<file path="src/rtl/rtc_access_sched.sv">
// rtc_access_sched: grants the shared RTC bus to the init/write/read sequencers, paces read refreshes, aborts hung transactions.
module rtc_access_sched #(
    parameter int REFRESH_CYC = 100000,
    parameter int TIMEOUT_CYC = 1023,
    parameter int GUARD_CYC   = 16
) (
    input  logic       clk,
    input  logic       reset,
    input  logic       wr_req,
    input  logic       init_ready,
    input  logic       wr_ready,
    input  logic       rd_ready,
    output logic       inicializar,
    output logic       escribir,
    output logic       leer,
    output logic [1:0] bus_sel,
    output logic       wr_ack,
    output logic       data_valid,
    output logic       timeout_err,
    output logic       busy
);
    localparam int RW   = $clog2(REFRESH_CYC + 1);
    localparam int MAXC = TIMEOUT_CYC > GUARD_CYC ? TIMEOUT_CYC : GUARD_CYC;
    localparam int CW   = $clog2(MAXC + 1);

    // Low two bits of each granted state equal its bus_sel code.
    typedef enum logic [2:0] {IDLE = 3'd0, INIT = 3'd1, WRITE = 3'd2, READ = 3'd3, RELEASE = 3'd4} state_t;

    state_t        state, nxt;
    logic [RW-1:0] ref_cnt;
    logic [CW-1:0] cnt;
    logic [1:0]    owner;
    logic          init_pend, rd_pend, last_was_wr;
    logic          ref_wrap, rdy, granted, done, tmo;

    always_comb begin
        ref_wrap = ref_cnt == RW'(REFRESH_CYC - 1);
        rdy      = owner == 2'b01 ? init_ready : owner == 2'b10 ? wr_ready : owner == 2'b11 ? rd_ready : 1'b0;
        granted  = state inside {INIT, WRITE, READ};
        done     = granted && rdy;
        tmo      = granted && !rdy && cnt == CW'(TIMEOUT_CYC - 1);
        nxt      = state;
        case (state)
            IDLE:    nxt = init_pend ? INIT : (rd_pend && last_was_wr) ? READ : wr_req ? WRITE : rd_pend ? READ : IDLE;
            RELEASE: nxt = (cnt >= CW'(GUARD_CYC - 1) && !rdy) ? IDLE : RELEASE;
            default: nxt = (done || tmo) ? RELEASE : state;
        endcase
    end

    always_ff @(posedge clk or negedge reset) begin
        if (!reset) begin
            state       <= IDLE;
            ref_cnt     <= '0;
            cnt         <= '0;
            owner       <= 2'b00;
            init_pend   <= 1'b1;
            rd_pend     <= 1'b0;
            last_was_wr <= 1'b0;
            inicializar <= 1'b0;
            escribir    <= 1'b0;
            leer        <= 1'b0;
            bus_sel     <= 2'b00;
            wr_ack      <= 1'b0;
            data_valid  <= 1'b0;
            timeout_err <= 1'b0;
            busy        <= 1'b0;
        end else begin
            state       <= nxt;
            ref_cnt     <= ref_wrap ? '0 : ref_cnt + 1'b1;
            // One counter serves as timeout in granted states and guard in RELEASE.
            cnt         <= nxt != state ? '0 : &cnt ? cnt : cnt + 1'b1;
            owner       <= nxt inside {INIT, WRITE, READ} ? nxt[1:0] : owner;
            init_pend   <= init_pend && !(done && state == INIT);
            rd_pend     <= ref_wrap || (rd_pend && !((done || tmo) && state == READ));
            last_was_wr <= (done && state != INIT) ? state == WRITE : last_was_wr;
            timeout_err <= tmo || (timeout_err && !done);
            inicializar <= nxt == INIT;
            escribir    <= nxt == WRITE;
            leer        <= nxt == READ;
            bus_sel     <= nxt[1:0];
            wr_ack      <= done && state == WRITE;
            data_valid  <= done && state == READ;
            busy        <= nxt != IDLE;
        end
    end
endmodule

</file>
<file path="config.mk">
export PLATFORM = sky130hd
export DESIGN_NAME = rtc_access_sched
export DESIGN_NICKNAME = d
export VERILOG_FILES = /design/src/rtl/rtc_access_sched.sv
export SDC_FILE = /design/constraint.sdc
export NUM_CORES = 1
export LEC_CHECK = 0
export BUFFER_PORTS_ARGS = -buffer_cell sky130_fd_sc_hd__buf_4
export CAP_MARGIN = 20
export CORE_MARGIN = 2
export CORE_UTILIZATION = 63
export CTS_BUF_LIST = sky130_fd_sc_hd__clkbuf_4 sky130_fd_sc_hd__clkbuf_8 sky130_fd_sc_hd__clkbuf_16
export DETAILED_ROUTE_END_ITERATION = 6
export GPL_TIMING_DRIVEN = 0
export HOLD_SLACK_MARGIN = 0.05
export PLACE_DENSITY = 0.83
export SLEW_MARGIN = 0
export SYNTH_ARGS = -nofsm -noshare
export SYNTH_HDL_FRONTEND = slang
export SYNTH_SLANG_ARGS = --single-unit
</file>
<file path="constraint.sdc">
create_clock -name clk -period 3.6 [get_ports clk]
set_input_delay 0.18 -clock clk [delete_from_list [all_inputs] [get_ports clk]]
set_output_delay 0.18 -clock clk [all_outputs]
set_load 0.005 [all_outputs]
</file>
==> metrics.md <==
| Metric | Value |
|---|---|
| Crit path largest cell delay | 0.45 ns |
| Yosys top cell area share | 0.512 |
| Placed Instances | 252 |
| Headroom to the max-slew limit | 0.668 |
| Internal Power | 829 uW |
| Net Sw Power | 345 uW |
| Crit end category | flop |
| Slowest cell on the critical path | dfrtp_1 |
| Cells along the critical path | ha_1 > a31oi_1 > and4b_1 > o21ai_0 > a32o_1 > buf_6 > a211oi_1 |
| Clock latency on the worst-skew pair | 0.34 ns |
| WHS Path Cells | 4 |
| CTS tree | done |
| Root Driver | clkbuf_4 |
| DRT Pass-1 Iters | 4 |
| Required time worst endpoint | 3.85 ns |
| Setup violations, final | 0 |
| Yosys reg bits | 42 |
| Peak VDD IR | 0.000377 V |
| Max Clk Rate | 493 MHz |
| Chip height | 60.4 um |
| Post-synthesis cell count | 194 |
| CTS sink count | 42 |
| R2R setup slack | 1.57 ns |
| Global Route Usage Sum | 0.234 |
| Yosys cell types | 45 |
| Clock share of power | 0.270 |
| Switching part of the total | 0.294 |
| Die area | 3650 sq um |
| Reg2reg start | cnt[0]$_DFFE_PN0P_ |
| Largest net degree at the start of global routing | 43 |
| Worst slew pin tran | 0.498 ns |
| Hold Path Class | input port to flop |
| Most common cell in the netlist | dfrtp_1 |
| First-pass GRT wire length | 6300 um |
| Setup TNS | 0 ns |
| Share of post-route cells with drive strength above 1 | 0.161 |
| Hold Buf Count CTS | 1 |
| Die width | 60.4 um |
| Final Hold Fails | 0 |
| Rows | 20 |
| Vias post-DR | 1501 |
| Vias in the first global route | 1447 |
| Asr flop ratio synth | 1.00 |
| FF-to-FF End | cnt[9]$_DFFE_PN0P_ |
| Core area | 3050 sq um |
| Leakage | 1.03 nW |
| Logic pwr share | 0.196 |
| Post-route ant nets | 0 |
| Routed wire per std cell | 14.3 um |
| Initial drt markers | 86 |
| H-tree depth | 2 |
| Initial antenna violation count | 0 |
| Worst setup SP type | flop |
| Layout net count | 225 |
| Total CTS buffers | 5 |
| Number of buffers added on ports | 14 |
| Post-synth EDFFs | 0 |
| Synth-to-layout area growth | 12.9% |
| Hold Path Origin | init_ready |
| Reg power frac | 0.534 |
| Power per cell area | 519 nW/um^2 |
| Post-Syn Area per Cell | 10.3 sq um |
| Area leader, netlist | dfrtp_1 |
| Clock skew | 0.00944 ns |
| Largest buffer count on any clock path | 2 |
| Syn Nets | 203 |
| Final Non-Filler Cells | 261 |
| Syn Std Cell Area | 2010 sq um |
| Placed cell area | 2170 sq um |
| Number of cells on the worst reg-to-reg path | 7 |
| Synth Flop Type | dfrtp_1 |
| RSZ-0062 raised after global routing | no |
| Worst hold endpoint | timeout_err$_DFF_PN0_ |
| Worst Path Max Fanout | 10 |
| Synth cell count leaders | dfrtp_1, nor2_1, nand2_1 |
| Yosys warnings | 0 |
| Status | finished, final reports clean |
| Grt total ovfl | 0 |
| Max Slew Vio Count | 0 |
| Setup bufs post-CTS | 0 |
| Overall power | 1.17 mW |
| CP arrival | 2.27 ns |
| Resized Gates After CTS | 0 |
| Post-layout instance area | 2260 sq um |
| Synth area leaders | dfrtp_1, nor2_1, xnor2_1 |
| Final WL | 3730 um |
| WHS | 0.339 ns |
| Dpl hpwl | 2570 um |
| Final period utilization | 0.564 |
| Vias/cell | 5.75 |
| Initial Util | 0.657 |
| N_diodes | 0 |
| Seq/Total Area, Yosys | 0.525 |
| # fillers | 215 |
| Number of max-cap violations | 0 |
| Worst-path clk slew | 0.12 ns |
| DRC Markers | 0 |
| Final Critical Period | 2.03 ns |
| IO Pins | 15 |
| Crit Path Category | flop to flop |
| GP Congestion | 0.877 |
==> flip-flops by register name (all words and copies together), names as in the netlist <==
name         flops
ref_cnt         17
cnt             10
state            3
owner            2
busy             1
data_valid       1
escribir         1
inicializar      1
init_pend        1
last_was_wr      1
leer             1
rd_pend          1
timeout_err      1
wr_ack           1
==> power groups by stage <==
| stage | Combinational [mW] | Sequential (mW) | Clock (mW) |
|---|---|---|---|
| global placement | 0.217 | 0.623 | 0 |
| floorplan | 0.183 | 0.611 | 0 |
| CTS | 0.232 | 0.624 | 0.324 |
| global route | 0.264 | 0.640 | 0.344 |
| detailed placement | 0.230 | 0.632 | 0 |
| finish | 0.230 | 0.627 | 0.317 |
==> worst max-delay path: cells and delay by family (launching register included) <==
family	cells	cell delay, ns
buffers and inverters	1	0.14
adders and majority gates	1	0.27
DFF	1	0.45
AOI/OAI and AO/OA	4	0.80
and+or+nand+nor	1	0.29
==> kinds of logic (layout without fill, tap and decap cells) <==
family | count (synthesis) | count (layout) | synth area share
AND/OR/NAND/NOR | 92 | 92 | 0.230
XOR/XNOR | 18 | 18 | 0.0786
adder cells (fa/ha/maj) | 3 | 3 | 0.0187
multiplexers | 1 | 1 | 0.00748
flip-flops | 42 | 42 | 0.525
AO/OA/AOI/OAI | 25 | 25 | 0.109
buffers and inverters | 13 | 36 | 0.0324
==> how the worst max path moves through the flow <==
stage,start,endpoint,slack (ns),cells past startpoint
final,cnt[0]$_DFFE_PN0P_,cnt[9]$_DFFE_PN0P_,1.57,7
after global routing,cnt[0]$_DFFE_PN0P_,cnt[9]$_DFFE_PN0P_,1.42,7
after CTS,cnt[0]$_DFFE_PN0P_,cnt[9]$_DFFE_PN0P_,1.55,7
after detailed placement,cnt[0]$_DFFE_PN0P_,cnt[2]$_DFFE_PN0P_,1.56,7
after global placement,cnt[0]$_DFFE_PN0P_,cnt[8]$_DFFE_PN0P_,1.64,7
after floorplan,cnt[0]$_DFFE_PN0P_,cnt[8]$_DFFE_PN0P_,1.76,7
==> cell usage in the layout (no fill, tap or decap), drive strengths merged, types with 2 or more instances in the layout <==
master,synthesis,final
clkbuf,3,10
a31oi,3,3
o21ai,3,3
nor3,7,7
a21o,3,3
xnor2,9,9
nand3b,2,2
nor2,29,29
xor2,9,9
nand4,3,3
dfrtp,41,41
nand3,13,13
or3,2,2
nand2,14,14
ha,3,3
buf,4,18
a211oi,4,4
or2,2,2
nor4,3,3
and3,10,10
inv,6,6
and4,2,2
==> routing by layer <==
layer,up-vias,share of wire,wire length (um),track usage
li1,727,-,-,-
met1,724,0.45,1660,0.284
met5,-,0,0,0
met2,44,0.50,1850,0.398
met4,0,0.014,51,0.0839
met3,6,0.042,158,0.0725
==> per-stage QoR <==
stage                     utilization  setup WS (ns)
after floorplan                     -           1.76
after global routing            0.742           1.42
final                           0.742           1.57
after CTS                       0.742           1.55
after detailed placement        0.709           1.56
after global placement          0.709           1.64
==> cell type report <==
| type | instances | area (sq um) | share of cell area |
|---|---|---|---|
| Sequential cell | 42 | 1050 | 0.465 |
| Multi-Input combinational cell | 139 | 888 | 0.392 |
| Timing Repair Buffer | 15 | 115 | 0.0508 |
| Clock buffer | 7 | 58.8 | 0.0260 |
| Tap cell | 44 | 55.1 | 0.0243 |
| Buffer | 7 | 42.5 | 0.0188 |
| Clock inverter | 1 | 30.0 | 0.0133 |
| Inverter | 6 | 22.5 | 0.00994 |
No activity file was read; power rests on OpenSTA's default activity.
